==> config.mk <==
export PLATFORM = sky130hd
export DESIGN_NAME = rgb_channel_ctrl
export DESIGN_NICKNAME = d
export VERILOG_FILES = /design/src/rtl/rgb_mixer_pkg.sv /design/src/rtl/quad_step.sv /design/src/rtl/rgb_channel_ctrl.sv
export SDC_FILE = /design/constraint.sdc
export NUM_CORES = 1
export LEC_CHECK = 0
export ABC_CLOCK_PERIOD_IN_PS = 3400
export CORE_UTILIZATION = 53
export DETAILED_ROUTE_END_ITERATION = 7
export PLACE_DENSITY = 0.83
export SKIP_LAST_GASP = 1
export SYNTH_ARGS = -nofsm -noshare
export SYNTH_HDL_FRONTEND = slang
export SYNTH_SLANG_ARGS = --single-unit
export TNS_END_PERCENT = 30
==> constraint.sdc <==
create_clock -name clk -period 3.4 [get_ports clk]
set_input_delay 0.68 -clock clk [delete_from_list [all_inputs] [get_ports clk]]
set_output_delay 0.68 -clock clk [all_outputs]
set_load 0.02 [all_outputs]
==> src/rtl/rgb_mixer_pkg.sv <==
// Shared definitions for the RGB mixer: channel codes, select FSM states and
// the quadrature transition patterns ({sa, prev_a, sb, prev_b}) that count as steps.
package rgb_mixer_pkg;

   localparam logic [1:0] CH_R = 2'd0;
   localparam logic [1:0] CH_G = 2'd1;
   localparam logic [1:0] CH_B = 2'd2;

   typedef enum logic [1:0] {
      SEL_R = 2'd0,
      SEL_G = 2'd1,
      SEL_B = 2'd2
   } sel_state_e;

   localparam logic [3:0] QUAD_UP_A_RISE = 4'b1000;
   localparam logic [3:0] QUAD_UP_A_FALL = 4'b0111;
   localparam logic [3:0] QUAD_DN_B_RISE = 4'b0010;
   localparam logic [3:0] QUAD_DN_B_FALL = 4'b1101;

endpackage

==> src/rtl/quad_step.sv <==
// Quadrature front end: 2-flop synchronizers on A/B, transition decode and
// registered one-cycle up/down step pulses.
module quad_step
   import rgb_mixer_pkg::*;
(
   input  logic clk,
   input  logic reset,
   input  logic enc_a_i,
   input  logic enc_b_i,
   output logic step_up_o,
   output logic step_dn_o
);

   logic [1:0] sync_a_q, sync_b_q;
   logic       prev_a_q, prev_b_q;
   logic       up_q, dn_q;
   logic       sa, sb;
   logic [3:0] pattern;
   logic       up_d, dn_d;

   assign sa = sync_a_q[1];
   assign sb = sync_b_q[1];

   always_comb begin
      pattern = {sa, prev_a_q, sb, prev_b_q};
      up_d    = (pattern == QUAD_UP_A_RISE) || (pattern == QUAD_UP_A_FALL);
      dn_d    = (pattern == QUAD_DN_B_RISE) || (pattern == QUAD_DN_B_FALL);
   end

   always_ff @(posedge clk) begin
      if (reset) begin
         sync_a_q <= '0;
         sync_b_q <= '0;
         prev_a_q <= 1'b0;
         prev_b_q <= 1'b0;
         up_q     <= 1'b0;
         dn_q     <= 1'b0;
      end else begin
         sync_a_q <= {sync_a_q[0], enc_a_i};
         sync_b_q <= {sync_b_q[0], enc_b_i};
         prev_a_q <= sa;
         prev_b_q <= sb;
         up_q     <= up_d;
         dn_q     <= dn_d;
      end
   end

   assign step_up_o = up_q;
   assign step_dn_o = dn_q;

endmodule

==> src/rtl/rgb_channel_ctrl.sv <==
// One encoder + one button driving three saturating colour registers.
// Define RGB_CTRL_ACCEL_EN to enable step acceleration for fast same-direction turns.
module rgb_channel_ctrl
   import rgb_mixer_pkg::*;
#(
   parameter int unsigned WIDTH           = 8,
   parameter int unsigned STEP            = 1,
   parameter int unsigned DEBOUNCE_CYCLES = 16,
   parameter int unsigned ACCEL_WINDOW    = 1024,
   parameter int unsigned ACCEL_STEP      = 8
) (
   input  logic             clk,
   input  logic             reset,
   input  logic             enc_a_i,
   input  logic             enc_b_i,
   input  logic             btn_i,
   output logic [1:0]       sel_o,
   output logic [WIDTH-1:0] red_o,
   output logic [WIDTH-1:0] green_o,
   output logic [WIDTH-1:0] blue_o,
   output logic             step_up_o,
   output logic             step_dn_o
);

   localparam int unsigned    DbW     = $clog2(DEBOUNCE_CYCLES);
   localparam logic [WIDTH:0] StepAmt = (WIDTH + 1)'(STEP);

   quad_step u_quad_step (
      .clk       (clk),
      .reset     (reset),
      .enc_a_i   (enc_a_i),
      .enc_b_i   (enc_b_i),
      .step_up_o (step_up_o),
      .step_dn_o (step_dn_o)
   );

   // Button debounce
   logic [1:0]     sync_btn_q;
   logic           sbtn;
   logic [DbW-1:0] db_cnt_q, db_cnt_d;
   logic           db_lvl_q, db_lvl_d, db_lvl_prev_q;
   logic           press;

   assign sbtn  = sync_btn_q[1];
   assign press = db_lvl_q & ~db_lvl_prev_q;

   always_comb begin
      db_cnt_d = '0;
      db_lvl_d = db_lvl_q;
      if (sbtn != db_lvl_q) begin
         if (db_cnt_q == DbW'(DEBOUNCE_CYCLES - 1)) begin
            db_lvl_d = ~db_lvl_q;
         end else begin
            db_cnt_d = db_cnt_q + DbW'(1);
         end
      end
   end

   // Select FSM
   sel_state_e state_q, state_d;

   always_ff @(posedge clk) begin
      if (reset) state_q <= SEL_R;
      else       state_q <= state_d;
   end

   always_comb begin
      state_d = state_q;
      if (press) begin
         unique case (state_q)
            SEL_R:   state_d = SEL_G;
            SEL_G:   state_d = SEL_B;
            SEL_B:   state_d = SEL_R;
            default: state_d = SEL_R;
         endcase
      end
   end

   always_comb begin
      sel_o = CH_R;
      unique case (state_q)
         SEL_R:   sel_o = CH_R;
         SEL_G:   sel_o = CH_G;
         SEL_B:   sel_o = CH_B;
         default: sel_o = CH_R;
      endcase
   end

   // Step size selection
   logic           step_any;
   logic [WIDTH:0] amt;

   assign step_any = step_up_o | step_dn_o;

`ifdef RGB_CTRL_ACCEL_EN
   localparam int unsigned    AccW     = $clog2(ACCEL_WINDOW + 1);
   localparam logic [WIDTH:0] AccelAmt = (WIDTH + 1)'(ACCEL_STEP);

   logic [AccW-1:0] acc_cnt_q, acc_cnt_d;
   logic            last_dir_q, last_dir_d;
   logic            last_vld_q, last_vld_d;
   logic            accel;

   always_comb begin
      accel      = last_vld_q && (last_dir_q == step_up_o) &&
                   (acc_cnt_q < AccW'(ACCEL_WINDOW));
      amt        = accel ? AccelAmt : StepAmt;
      acc_cnt_d  = acc_cnt_q;
      last_dir_d = last_dir_q;
      last_vld_d = last_vld_q;
      if (step_any) begin
         acc_cnt_d  = '0;
         last_dir_d = step_up_o;
         last_vld_d = 1'b1;
      end else if (acc_cnt_q != AccW'(ACCEL_WINDOW)) begin
         acc_cnt_d = acc_cnt_q + AccW'(1);
      end
      // A channel change means the next step starts slow again
      if (press) last_vld_d = 1'b0;
   end

   always_ff @(posedge clk) begin
      if (reset) begin
         acc_cnt_q  <= '0;
         last_dir_q <= 1'b0;
         last_vld_q <= 1'b0;
      end else begin
         acc_cnt_q  <= acc_cnt_d;
         last_dir_q <= last_dir_d;
         last_vld_q <= last_vld_d;
      end
   end
`else
   logic unused_accel_cfg;
   assign unused_accel_cfg = ^{ACCEL_WINDOW, ACCEL_STEP};
   assign amt = StepAmt;
`endif

   // Saturating colour registers; the step always lands on the channel selected this cycle
   logic [WIDTH-1:0] red_q, red_d, green_q, green_d, blue_q, blue_d;
   logic [WIDTH-1:0] cur, nxt;
   logic [WIDTH:0]   sum, diff;

   always_comb begin
      case (state_q)
         SEL_G:   cur = green_q;
         SEL_B:   cur = blue_q;
         default: cur = red_q;
      endcase
      sum  = {1'b0, cur} + amt;
      diff = {1'b0, cur} - amt;
      nxt  = cur;
      if (step_up_o)      nxt = sum[WIDTH]  ? '1 : sum[WIDTH-1:0];
      else if (step_dn_o) nxt = diff[WIDTH] ? '0 : diff[WIDTH-1:0];
      red_d   = red_q;
      green_d = green_q;
      blue_d  = blue_q;
      if (step_any) begin
         case (state_q)
            SEL_G:   green_d = nxt;
            SEL_B:   blue_d  = nxt;
            default: red_d   = nxt;
         endcase
      end
   end

   always_ff @(posedge clk) begin
      if (reset) begin
         sync_btn_q    <= '0;
         db_cnt_q      <= '0;
         db_lvl_q      <= 1'b0;
         db_lvl_prev_q <= 1'b0;
         red_q         <= '0;
         green_q       <= '0;
         blue_q        <= '0;
      end else begin
         sync_btn_q    <= {sync_btn_q[0], btn_i};
         db_cnt_q      <= db_cnt_d;
         db_lvl_q      <= db_lvl_d;
         db_lvl_prev_q <= db_lvl_q;
         red_q         <= red_d;
         green_q       <= green_d;
         blue_q        <= blue_d;
      end
   end

   assign red_o   = red_q;
   assign green_o = green_q;
   assign blue_o  = blue_q;

endmodule

## After elaboration in Yosys (flattened, before gate mapping)

Index checks and enable logic that the tools add are counted.

| word-level totals | value |
|---|---|
| register bits after elaboration | 42 |
| input bits | 5 |
| output and inout port bits | 28 |

| cells by class | value |
|---|---|
| $add $sub $neg | 3 |
| equal/unequal tests | 8 |
| multiplexer cells | 7 |
| bitwise logic cells | 6 |
| reduce and logical (&&, ||, !) cells | 9 |

Operator list:

| kind | number |
|---|---|
| $mux 8 | 4 |
| $pmux 8 s2 | 1 |
| $eq 4x4->1 const B | 3 |
| $add 8x1->9 const B | 1 |
| $sub 8x1->9 const B | 1 |
| $pmux 2 s2 | 2 |
| $reduce_and 2->1 | 4 |
| $add 4x1->4 const B | 1 |
| $eq 4x2->1 const B | 1 |
| $eq 4x3->1 const B | 1 |
| $not 1->1 | 4 |
| $reduce_or 3->1 | 1 |
| $eq 2x1->1 const B | 1 |
| $eq 2x2->1 const B | 1 |
| $logic_not 2->1 | 1 |
| $logic_or 1x1->1 | 2 |
| $reduce_or 2->1 | 1 |
| $and 1x1->1 | 1 |
| $ne 1x1->1 | 1 |
| $or 1x1->1 | 1 |

## Longest topological paths before layout

Gate-level depths: netlist of the first run.

| logic depth | value |
|---|---|
| word-level depth | 6 |
| gate-level depth with buffers | 9 |

## By module

From an unflattened synthesis of the first run, not the netlist that was laid out.

| second synthesis, totals | value |
|---|---|
| cells, all modules | 250 |
| area total of the unflattened synthesis | 2100.8 µm² |

Modules (own cells, without submodules):

| module | times used | cells each | area each (µm²) | seq. area each (µm²) |
|---|---|---|---|---|
| rgb_channel_ctrl | 1 | 230 | 1855.5 | 680.7 |
| quad_step | 1 | 20 | 245.2 | 160.2 |

## Least setup slack after synthesis of the first run

No wires, ideal clock.

| timing path | value |
|---|---|
| path type | register to register |
| from | reg state_q[0] |
| to | reg blue_q[5] (netlist: blue_o[5]) |
| arrival | 2.285 ns |
| required time | 3.260 ns |
| slack | 0.975 ns |
| cell stages (with the launch flop) | 10 |
| buffers on the path | 2 |
| period minus slack after synthesis | 2.425 ns |
| path through | dfxtp_1 -> inv_1 -> ha_1 -> buf_4 -> buf_4 -> a21o_1 -> nor4_1 -> a21boi_0 -> o32ai_1 -> a211oi_1 |

| between the ends | value |
|---|---|
| longest elaborated chain between the ends | 6 |
| elaborated cells between the ends (all ways) | 10 |
| classes of those cells | add/sub: 2; eq/ne: 2; mux: 5; reduce/logical: 1 |

Ends and longest elaborated chain:

| item | line | source |
|---|---|---|
| start: declaration | rgb_channel_ctrl.sv:60 | `sel_state_e state_q, state_d;` |
| start signal: assignment | rgb_channel_ctrl.sv:64 | `else state_q <= state_d;` |
| $eq 2x2->1 / $eq 2x1->1 (equally long branches) | rgb_channel_ctrl.sv:145, rgb_channel_ctrl.sv:159 |  |
| $pmux 8 s2 | rgb_channel_ctrl.sv:145 | `case (state_q)` |
| $sub 8x1->9 | rgb_channel_ctrl.sv:151 | `diff = {1'b0, cur} - amt;` |
| $mux 8 (2 in series) | rgb_channel_ctrl.sv:154 | `else if (step_dn_o) nxt = diff[WIDTH] ? '0 : diff[WIDTH-1:0];` |
| $mux 8 | rgb_channel_ctrl.sv:153 | `if (step_up_o) nxt = sum[WIDTH] ? '1 : sum[WIDTH-1:0];` |
| end signal: assignment | rgb_channel_ctrl.sv:183 | `blue_q <= blue_d;` |
| end: declaration | rgb_channel_ctrl.sv:140 | `logic [WIDTH-1:0] red_q, red_d, green_q, green_d, blue_q, blue_d;` |

Several ways; a longest one is shown, not always the timed one.
A chain may end at the register's enable or synchronous reset.

## Worst setup path after layout of the first run

| timing path | value |
|---|---|
| from | reg state_q[0] |
| to | reg green_q[5] (netlist: green_o[5]) |

| between the ends | value |
|---|---|
| longest elaborated chain between the ends | 6 |
| elaborated cells between the ends (all ways) | 10 |
| classes of those cells | add/sub: 2; eq/ne: 2; mux: 5; reduce/logical: 1 |

Ends and longest elaborated chain:

| item | line | source |
|---|---|---|
| $eq 2x2->1 / $eq 2x1->1 (equally long branches) | rgb_channel_ctrl.sv:145, rgb_channel_ctrl.sv:159 |  |
| $pmux 8 s2 | rgb_channel_ctrl.sv:145 |  |
| $sub 8x1->9 | rgb_channel_ctrl.sv:151 |  |
| $mux 8 (2 in series) | rgb_channel_ctrl.sv:154 |  |
| $mux 8 | rgb_channel_ctrl.sv:153 |  |
| end signal: assignment | rgb_channel_ctrl.sv:182 | `green_q <= green_d;` |
| end: declaration | rgb_channel_ctrl.sv:140 |  |

Several ways; a longest one is shown, not always the timed one.

==> results.txt, run 1 <==
Measured along the y axis, the die boundary spans 65.6 um. The remaining design rule violation count came out at 0. The starting density of the core is a little under three fifths. The register share of total power is 51.2%. In this run the worst hold path is classified as flop to flop. The distinct cell type count after synthesis is 46. The count of antenna diodes in the layout came out at 0. The area enclosed by the die boundary is 4300 um^2. The number of DRC violations after detailed-routing iteration 0 came out at 94.

The net switching share of the total power came out at 23.8%. Summing the sequential cell areas from Yosys gives 39.3% of the chip area. The fmax is 0.342 GHz. The number of inserted filler cells in the final layout is 322. The kind of start point of the critical path is a flop. The count of synthesis-stage warnings from yosys came out at 0. Yosys mapped a number of flops with a built-in enable equal to 0.

The number of max-cap violations is 0. The count of final max-slew check failures came out at 0. TritonCTS built the clock tree.

The residual antenna-violating net count after detailed routing is 0. Counting along the longest clock path gives a buffer depth of 2. Setup repair after global routing left no endpoint under its margin. The number of antenna violations at the first check in global routing came out at 0.

Data on the critical path is required at its endpoint by 3.61 ns. The number of global-route vias before repair was 1728. For this block, the via count after detailed routing is 1899.

The post-synthesis register bit count came out at 42. The clock edge transition at the registers on the reported setup and hold paths came out at 0.08 ns. The number of top-level pins came out at 33. The clock share of power came out at about two fifths. The CTS H-tree depth came out at 2. For this design the static power due to leakage is 0.849 nW.

The placed wire-length estimate after detailed placement is 3.23 mm. The synthesized net count is 257. The count of nets after finishing came out at 288. The floorplan die width came out at between 60 and 70 um. At the worst endpoint, the arrival time is 3.13 ns. Summing every instance area after synthesis gives approximately 2100 um^2.

The fraction of post-synthesis cell area in the top cell type by area is 39.3%. The final cell utilization of the core came out at 69.2%. The total track usage came out at 24.3%.

The final hold violation count was 0. The largest clock skew in the final design came out at 0.00340 ns. The signed area change from the synthesized netlist to the final layout is 21.8%. The slew at the pin closest to its max-slew limit came out at just under 0.7 ns. Buffers inserted to repair hold after CTS numbered 0.

The worst slew margin relative to its limit is a little over half. The largest driver fanout on the critical path is 13. The internal power of the cells is 0.000760 W. The power density over the cells is 382 nW/um^2. The number of resized instances in the post-cts repair step came out at 0. In this run the tool buffered the top-level ports with 32 buffer cells. The global-route congestion overflow total is 0.

The clock network latency to the later pin of the worst-skew pair came out at 0.29 ns. In the routed layout, each cell is associated on average with a via count of 5.83. Before antenna repair, the detailed router went through 4 iterations. The final setup violation count came out at 0. The largest net degree at the start of global routing came out at 40. The clock sink count came out at 42. The worst voltage drop across the vdd grid came out at approximately 380 uV. The post-CTS setup buffer count came out at 0. The synthesized instance count is 246.

The ratio of cells with drive above 1 in the final layout came out at under 10%. The most used flip-flop cell after synthesis is sky130_fd_sc_hd__dfxtp_1. The run finished with clean final reports. The post-layout minimum cycle time is 2.92 ns.

By area the synthesized netlist is led by sky130_fd_sc_hd__dfxtp_1 39%, sky130_fd_sc_hd__nor2_1 8.1%, sky130_fd_sc_hd__a211oi_1 7.4%. The combinational share of power is 10.4%. The placeable core region is between 3000 and 4000 um^2. The worst setup path category is flop to flop. The number of clock buffers inserted by TritonCTS is 5. The mean instance size in the synthesized netlist came out at about 8.7 um^2. The root buffer selected by CTS is sky130_fd_sc_hd__clkbuf_8.

The net switching power figure came out at 0.000237 W. The dominant cell type by area after synthesis is sky130_fd_sc_hd__dfxtp_1. The first global-routing pass estimated 7.96 mm of wire. The final estimated routing congestion in global placement is 0.954. For this run, asynchronously set or reset flops after synthesis account for 0%. In the final routed layout, each cell accounts on average for roughly 14 um. STA classifies the critical path endpoint as a flop. Wires add up to 4.70 mm. The number of standard-cell rows in the floorplan came out at 22. The aggregate negative setup slack came out at 0 ns. The ratio of final minimum period to clock period came out at 85.9%.
==> layout by cell type, fill, tap and decap left out, drive strengths merged, types with 2 or more instances in the layout <==
cell type and count:
nor2 46, dfxtp 42, clkdlybuf4s50 32, a211oi 22, nor2b 16, a21oi 16
nor4 9, a21o 8, a22oi 8, nand3 7, a311oi 7, ha 6
buf 6, clkbuf 6, nand2 5, a21boi 4, o31ai 4, o21ai 4
inv 3, nor3 3, nand2b 2, nand4 2, and3 2, a31oi 2
xnor2 2, o211ai 2
==> flip-flops by register name (all words and copies together), names as in the netlist <==
name,flops
green_o,8
u_quad_step.step_up_o,1
blue_o,8
u_quad_step.prev_a_q,1
u_quad_step.step_dn_o,1
red_o,8
db_lvl_q,1
u_quad_step.prev_b_q,1
u_quad_step.sync_b_q,2
state_q,2
u_quad_step.sync_a_q,2
db_cnt_q,4
sync_btn_q,2
db_lvl_prev_q,1
==> metrics by stage <==
stage | hold WS [ns] | total power, W | area, um^2 | worst slack [ns] | instances
2_1_floorplan | 0.414 | 0.000590 | 2140 | 0.975 | 246
3_3_place_gp | 0.417 | 0.000620 | 2500 | 0.605 | 318
3_5_place_dp | 0.422 | 0.000622 | 2500 | 0.539 | 318
4_1_cts | 0.434 | 0.00101 | 2610 | 0.468 | 326
5_1_grt | 0.471 | 0.00104 | 2610 | 0.222 | 326
6_report | 0.434 | 0.000997 | 2610 | 0.478 | 326
==> path summary, 6_finish.rpt <==
kind | from | endpoint | slack [ns] | cells past startpoint
worst max-delay path | state_q[0] | green_o[5] | 0.48 | 9
worst min-delay path | sync_btn_q[0] | sync_btn_q[1] | 0.43 | 1
worst max register to register | state_q[0] | green_o[5] | 0.48 | 9
worst min register to register | sync_btn_q[0] | sync_btn_q[1] | 0.43 | 1
==> power groups by stage <==
stage	logic, W	registers, W	clock network (W)
2_1_floorplan	0.0000633	0.000526	0
4_1_cts	0.000102	0.000510	0.000394
6_report	0.000103	0.000510	0.000384
5_1_grt	0.000112	0.000511	0.000413
3_3_place_gp	0.0000991	0.000521	0
3_5_place_dp	0.000100	0.000521	0
==> Yosys cell counts (4+ instances only) <==
| cell type | instances |
|---|---|
| sky130_fd_sc_hd__ha_1 | 6 |
| sky130_fd_sc_hd__a21oi_2 | 4 |
| sky130_fd_sc_hd__dfxtp_1 | 42 |
| sky130_fd_sc_hd__nor2b_1 | 16 |
| sky130_fd_sc_hd__a211oi_1 | 21 |
| sky130_fd_sc_hd__clkbuf_1 | 10 |
| sky130_fd_sc_hd__nor4_1 | 8 |
| sky130_fd_sc_hd__a21oi_1 | 12 |
| sky130_fd_sc_hd__nand2_1 | 5 |
| sky130_fd_sc_hd__a22oi_1 | 6 |
| sky130_fd_sc_hd__nor2_1 | 46 |
| sky130_fd_sc_hd__a21o_1 | 8 |
| sky130_fd_sc_hd__a311oi_1 | 7 |
| sky130_fd_sc_hd__nand3_1 | 7 |
==> cell type report <==
class                   instances  area [um^2]  area share, %
repair buffers                 38          365           14.0
flip-flops and latches         42          841           32.2
clock buffers                   6         72.6           2.78
clock inverters                 2         37.5           1.44
well taps                      48         60.1           2.30
multi-input cells             186         1220           46.7
inverters                       4         15.0          0.576
==> layer usage <==
layer	vias up	part of all wire [%]	GRT usage [%]
met3	14	5.2	6.08
met4	0	2.6	10.1
li1	970	-	-
met2	59	45	40.9
met1	856	47	29.3
met5	-	0	0
==> critical path, stage by stage, from the launching register on <==
cell and delay, ns:
sky130_fd_sc_hd__dfxtp_1 0.36, sky130_fd_sc_hd__inv_1 0.09, sky130_fd_sc_hd__ha_1 0.48, sky130_fd_sc_hd__buf_4 0.26, sky130_fd_sc_hd__nor2_1 0.16, sky130_fd_sc_hd__a21oi_2 0.12
sky130_fd_sc_hd__or4_4 0.63, sky130_fd_sc_hd__o31ai_1 0.32, sky130_fd_sc_hd__o32ai_1 0.18, sky130_fd_sc_hd__a211oi_1 0.23
==> logic make-up (layout without fill, tap and decap cells) <==
| group | Yosys count | after routing | synth area share (%) |
|---|---|---|---|
| simple gates | 95 | 95 | 22.2 |
| compound gates | 81 | 81 | 29.4 |
| flops | 42 | 42 | 39.3 |
| buf+inv | 18 | 50 | 3.91 |
| fa+ha+maj | 6 | 6 | 3.50 |
| xor+xnor | 3 | 3 | 1.23 |
| mux | 1 | 1 | 0.467 |
No activity file was read; power rests on OpenSTA's default activity.
==> inputs of run 2 (changes only) <==
- GPL_TIMING_DRIVEN: not set -> 0
- SYNTH_HIERARCHICAL: not set -> 1
==> run 2 against run 1 <==
  * Design area shrank 0.58%
  * Core utilization is 0.11 points higher
  * Sequential power hardly changed
  * Power increased by 1.6%
  * Count of clock-buffer cells in the layout stayed put
  * Fmax is 6.1% lower
  * Sequential cell count unchanged
  * First-iteration DRC count rose by 120%
  * Worst setup slack worse by 0.19 ns
==> results.txt, run 2 <==
The number of clock buffers inserted by TritonCTS is 5. The floorplan die width is 65.0 um. For this run, the leading register cell type out of synthesis is sky130_fd_sc_hd__dfxtp_1. The number of global-route vias before repair came out at 1790. The run finished with clean final reports.

The total track usage came out at approximately 28%. The worst setup path is of the flop to flop kind. The length of routed wiring on met1 is between 2 and 2.5 mm.

The largest net degree at the start of global routing is 13. Yosys instantiated no cell more often than sky130_fd_sc_hd__nor2_1. STA classifies the critical path endpoint as a flop. The worst voltage drop across the vdd grid is 305 uV. After synthesis, the share of flip-flops with an asynchronous set or reset is 0%. The number of max-cap violations came out at 0. The post-synthesis register bit count came out at 42. The total cell area at the placement stage came out at ~2500 um^2. The power density over the cells came out at 390 nW/um^2. The placeable core region is 3740 um^2. The detail route stage leaves a number of antenna-violating nets equal to 0.

The post-synth design cell area came out at 2100 um^2. The arrival time of data at the critical path endpoint is 3.27 ns. The number of top-level pins is 33. After detailed placement, the design holds a cell count of between 300 and 400. Hold repair after CTS inserted 0 buffers. The number of inserted filler cells in the final layout came out at roughly 320. The signed area change from the synthesized netlist to the final layout is 23.5%. The routed design uses 497 um of met3 wire. Dividing the final minimum period by the clock period gives 91.5%.

In the detailed route, the total length drawn on met2 is 2.29 mm. The worst slew margin relative to its limit came out at about 60%. The later pin in the worst-skew pair is clocked with a latency of 0.30 ns. The number of DRC violations after detailed-routing iteration 0 is 207. The commonest cells after synthesis are 48 x sky130_fd_sc_hd__nor2_1, 42 x sky130_fd_sc_hd__dfxtp_1, 16 x sky130_fd_sc_hd__a21oi_1. Derived from the worst setup path, the maximum achievable clock frequency is 0.321 GHz. The total length of routed wires is 5.39 mm. The kind of start point of the critical path is a flop. The die is approximately 65 um tall.

The post-CTS setup buffer count came out at 0. The count of nets after finishing is 300. In the routed layout, each cell is associated on average with a via count of ~6.1. Summed over all failing endpoints, the final setup total negative slack is 0 ns.

The final cell utilization of the core is 69.3%. The number of cells in the finished layout apart from fillers is 337. TritonCTS built the clock tree. The routed wirelength normalized by instance count came out at 16.0 um. The global-route congestion overflow total came out at 0.

The clock edge transition at the registers on the reported setup and hold paths came out at 0.08 ns. STA puts the critical path data required time at approximately 3.6 ns. Signal routing reaches up to met4. The number of detailed-routing iterations run before antenna repair came out at 5. The post-layout worst setup margin came out at 0.288 ns. The tree built by TritonCTS fans out to 42 sinks.

The slew at the pin closest to its max-slew limit came out at a little under 0.6 ns. The count of final max-slew check failures is 0. The share of synthesized area in the top cell type comes to about two fifths.

The final estimated routing congestion in global placement came out at 0.969. Setup repair after global routing left no endpoint under its margin. 0 antenna diodes ended up in the layout. The initialized floorplan defines 22 standard-cell rows. The synthesized instance count came out at 250. The number of gates resized after CTS was 0. Detailed placement finished with a half-perimeter wire length of between 3 and 4 mm. The remaining design rule violation count is 0. The wire length of the first global-routing pass came out at 8.82 mm.

The number of buffers on the longest clock path is 2. The top cell types in the final layout, fill and taps aside, are 48 x sky130_fd_sc_hd__nor2_1, 42 x sky130_fd_sc_hd__dfxtp_1, 32 x sky130_fd_sc_hd__clkdlybuf4s50_1, 16 x sky130_fd_sc_hd__a21oi_1, 13 x sky130_fd_sc_hd__a211oi_1. The post-route netlist has 8.65% of its cells at a drive strength greater than 1.

The pre-CTS setup slack came out at 0.465 ns. Input and output buffers added on the ports amount to 32. The post-layout minimum cycle time came out at 3.11 ns.

The tightest min-delay check is of the flop to flop type. For this configuration, the core starts out at a cell density of a little under three fifths. Leaving out fill and tap cells, the most frequent cell in the layout is sky130_fd_sc_hd__nor2_1. The number of antenna violations at the first check in global routing came out at 0.

The final setup violation count came out at 0. The leakage power is 0.870 nW. In this run the clock root is driven by a sky130_fd_sc_hd__clkbuf_8. Along the worst path, the maximum fanout reaches 10. The synthesized net count is ~260. The largest clock skew in the final design is 0.00385 ns.

The clock tree synthesis step divided the H-tree into 2 levels. The final hold violation count came to 0. The final instance area came out at 2590 um^2. The number of enable flip-flop cells after synthesis is 0. The count of synthesis-stage warnings from yosys is 6. The area enclosed by the die boundary came out at around 4200 um^2. Sorting the synthesized cells by area gives the leading types as sky130_fd_sc_hd__dfxtp_1 40%, sky130_fd_sc_hd__nor2_1 8.6%, sky130_fd_sc_hd__a211oi_1 4.6%. The distinct cell type count after synthesis is 47. The via count of the routed design came out at 2069. A synthesized cell averages 8.40 um^2.

For this run, the register share of the synthesized area comes to 40.0%. The dominant cell type by area after synthesis is sky130_fd_sc_hd__dfxtp_1.
[run 2: cell types whose count changed after synthesis, sizes merged, moves of 5 or more]
| cell | change |
|---|---|
| a211oi | -9 |
| nor4 | -8 |
| a311oi | -7 |
| nor3 | +6 |
| a21oi | +5 |
| nand2 | +5 |
[run 2: area by class of cell]
cell class	count	area (um^2)	share of cell area (%)
flip-flops and latches	42	841	32.4
well taps	48	60.1	2.32
clock buffers	6	82.6	3.18
plain buffers	14	67.6	2.60
multi-input cells	189	1170	45.2
inverters	5	18.8	0.724
clock inverters	1	30.0	1.16
repair buffers	32	320	12.3
[run 2: path summary, 6_finish.rpt]
path | startpoint | endpoint | slack [ns] | cells after the start
setup / recovery | state_q[0] | blue_o[0] | 0.29 | 11
hold / removal | u_quad_step/sync_b_q[0] | u_quad_step/sync_b_q[1] | 0.44 | 1
setup reg to reg | state_q[0] | blue_o[0] | 0.29 | 11
hold reg to reg | u_quad_step/sync_b_q[0] | u_quad_step/sync_b_q[1] | 0.44 | 1
[run 2: power breakdown]
group          internal (W)  total [W]  switching, W
clock              0.000235   0.000408      0.000173
sequential         0.000501   0.000509    0.00000789
combinational     0.0000374  0.0000962     0.0000588
total              0.000773    0.00101      0.000239
[run 2: worst max-delay path: stages (launching register included)]
cell and delay (ns):
sky130_fd_sc_hd__dfxtp_1 0.36, sky130_fd_sc_hd__inv_1 0.11, sky130_fd_sc_hd__ha_1 0.33, sky130_fd_sc_hd__clkbuf_4 0.20, sky130_fd_sc_hd__nor2_1 0.18, sky130_fd_sc_hd__a21oi_1 0.12
sky130_fd_sc_hd__or4_1 0.53, sky130_fd_sc_hd__buf_2 0.18, sky130_fd_sc_hd__nor3_1 0.32, sky130_fd_sc_hd__nor2_1 0.07, sky130_fd_sc_hd__a211oi_1 0.42, sky130_fd_sc_hd__a211oi_1 0.14
[run 2: logic make-up after synthesis]
family / after synthesis / synth area share [%]
simple gates: 104 / 24.4
compound gates: 74 / 25.1
xor+xnor: 3 / 1.25
mux: 2 / 1.55
buf+inv: 19 / 4.11
flops: 42 / 40.0
fa+ha+maj: 6 / 3.57
[run 2: per-layer routing]
metal	up-vias	GRT usage (%)
li1	983	-
met1	932	38.6
met2	120	39.8
met3	34	5.81
met4	0	13.3
met5	-	0
[run 2: metrics by stage]
step	hold WS, ns	power [W]
after floorplan	0.414	0.000580
after global placement	0.420	0.000609
after detailed placement	0.434	0.000611
after CTS	0.448	0.00100
after global routing	0.464	0.00104
final	0.442	0.00101
==> inputs of run 3 (changes only) <==
- SYNTH_HIERARCHICAL: 1 -> not set
==> run 3 against run 2 <==
  * Die area is 1.9% higher
  * Sequential cell count stayed put
  * Core utilization hardly changed
  * Global-route usage is 0.83 points lower
  * Clock power is 21% lower
  * Via count is 2.1% lower
  * Design area is 0.72% higher
==> results.txt, run 3 (synthesis gave the netlist of run 1 again) <==
The flow ran to the end, and the final reports show no timing, DRC or antenna violations. The final estimated routing congestion in global placement came out at approximately 1.0. The total track usage is approximately 27%. The worst hold path belongs to the class flop to flop. The critical path is of the flop to flop type.

The worst path uses 87.9% of the clock period. The count of final max-slew check failures came out at 0. The number of global-route vias before repair was 1891. The placed wire-length estimate after detailed placement came out at 3.68 mm. The number of vias per cell is around 6.

The signed area change from the synthesized netlist to the final layout is 22.0%. The number of max-cap violations is 0. The largest net degree at the start of global routing is 15. Setup violations remaining at the end of the flow were counted as 0.

The remaining design rule violation count came out at 0. The global-route congestion overflow total came out at 0. The slew at the pin closest to its max-slew limit is 0.712 ns. The number of antenna diodes in the final layout is 0. The kind of start point of the critical path is a flop.

The area enclosed by the die boundary is 4300 um^2. Across all layers, the routed design uses around 2000 vias. The total cell area at the placement stage is 2520 um^2. The cts-stage hold buffer count came out at 0. The aggregate negative setup slack is 0 ns.

The routed wirelength normalized by instance count came out at 15.7 um. The power density over the cells is approximately 360 nW/um^2. The arrival time of data at the critical path endpoint came out at 3.14 ns. In this run the worst path has a maximum fanout of 10. The final hold violation count is 0. The wire length of the first global-routing pass is 8.66 mm. Once the floorplan was initialized, standard cells occupied 56.8% of the core.

The layout has 312 filler cells. The largest clock skew in the final design is 0.00653 ns. The number of detailed-routing iterations run before antenna repair is 4.

The die span in y is 65.6 um. The number of top-level pins is 33. The number of standard-cell rows in the floorplan came out at 22.

The number of buffers on the longest clock path is 2. The port buffer count is 32. After layout, the design draws a total of 0.000938 W. The count of nets after finishing is 296. The root buffer cell chosen for the clock tree is sky130_fd_sc_hd__clkbuf_8. Counting every sink on the clock net gives 42. The post-layout minimum cycle time is 2.99 ns. The fmax came out at 0.335 GHz. Clock tree synthesis inserted a total of 5 buffers. The number of DRC violations after detailed-routing iteration 0 is 126. The floorplan step set the die width to 65.6 um. The total length of routed wires is 5.25 mm.

The clock network latency to the later pin of the worst-skew pair is 0.30 ns. The residual antenna-violating net count after detailed routing is 0. The endpoint type of the worst setup path is a flop.

The final instance area is 2610 um^2. Leaving out fill and tap cells, the most frequent cell in the layout is sky130_fd_sc_hd__nor2_1. The leakage power came out at 0.844 nW.

Leaving out fill and tap cells, the most frequent cells in the layout are 46 x sky130_fd_sc_hd__nor2_1, 42 x sky130_fd_sc_hd__dfxtp_1, 32 x sky130_fd_sc_hd__clkdlybuf4s50_1, 21 x sky130_fd_sc_hd__a211oi_1, 16 x sky130_fd_sc_hd__nor2b_1. In this run the post-CTS setup repair buffer count came out at 0. The number of resized instances in the post-cts repair step came out at 0. Setup repair after global routing left no endpoint under its margin. Cells with a size suffix above 1 make up 8.74% of the layout. The worst slew margin relative to its limit is 52.1%. The clock edge transition at the registers on the reported setup and hold paths came out at approximately 0.080 ns. The tightest hold path in the finished design has a slack of ~0.45 ns. The CTS H-tree depth is 2.

The placeable core region came out at 3770 um^2. The required time of the critical path came out at 3.55 ns. TritonCTS built the clock tree. Across the VDD grid, the largest voltage drop is roughly 270 uV. The number of antenna violations at the first check in global routing came to 0.
## run 3: cell types whose count changed in the layout (fill, tap and decap cells not counted), moves of 3 or more
cell and delta:
sky130_fd_sc_hd__a211oi_1 +8, sky130_fd_sc_hd__a21boi_0 +3, sky130_fd_sc_hd__a21o_1 +3, sky130_fd_sc_hd__a21oi_1 -4, sky130_fd_sc_hd__a311oi_1 +7, sky130_fd_sc_hd__nand2_1 -5, sky130_fd_sc_hd__nor2b_1 +4, sky130_fd_sc_hd__nor3_1 -6
sky130_fd_sc_hd__nor4_1 +7, sky130_fd_sc_hd__o21ai_0 -4, sky130_fd_sc_hd__or3_1 -3
## run 3: metal layers
metal	vias to the layer above	track usage (%)	part of all wire, %
met2	82	43.6	47
met1	944	34.5	45
li1	988	-	-
met3	11	5.73	6.9
met5	-	0	0
met4	0	10.1	1.4
## run 3: report_power, final
group	leakage [nW]	internal, W	switching (W)
logic	0.459	0.0000391	0.0000668
clock network	0.0441	0.000144	0.000179
registers	0.341	0.000502	0.00000694
total	0.844	0.000685	0.000253
## run 3: per-stage QoR
stage / worst slack [ns] / util [%] / std cells
floorplan: 0.975 / - / 246
global placement: 0.500 / 66.9 / 326
detailed placement: 0.495 / 66.9 / 326
CTS: 0.454 / 69.3 / 334
global route: 0.228 / 69.3 / 334
finish: 0.411 / 69.3 / 334
## run 3: cell type report
cell class | count | area (um^2) | share of cell area [%]
inverters | 4 | 15.0 | 0.575
repair buffers | 32 | 320 | 12.3
well taps | 48 | 60.1 | 2.30
multi-input cells | 186 | 1220 | 46.6
clock inverters | 3 | 21.3 | 0.814
flip-flops and latches | 42 | 841 | 32.2
plain buffers | 14 | 68.8 | 2.63
clock buffers | 5 | 68.8 | 2.63
## run 3: worst paths after layout
path	startpoint	endpoint	slack, ns	cells past startpoint
worst max register to register	state_q[0]	blue_o[5]	0.41	9
worst min register to register	u_quad_step.sync_b_q[0]	u_quad_step.sync_b_q[1]	0.45	1
worst min-delay path	u_quad_step.sync_b_q[0]	u_quad_step.sync_b_q[1]	0.45	1
worst max-delay path	state_q[0]	blue_o[5]	0.41	9
## run 3: critical path, stage by stage, from the launching register on
cell                       delay [ns]
sky130_fd_sc_hd__dfxtp_1         0.37
sky130_fd_sc_hd__inv_1           0.10
sky130_fd_sc_hd__ha_1            0.41
sky130_fd_sc_hd__buf_4           0.22
sky130_fd_sc_hd__buf_4           0.18
sky130_fd_sc_hd__a21o_1          0.23
sky130_fd_sc_hd__nor4_1          0.55
sky130_fd_sc_hd__a21boi_0        0.19
sky130_fd_sc_hd__o32ai_1         0.43
sky130_fd_sc_hd__a211oi_1        0.16
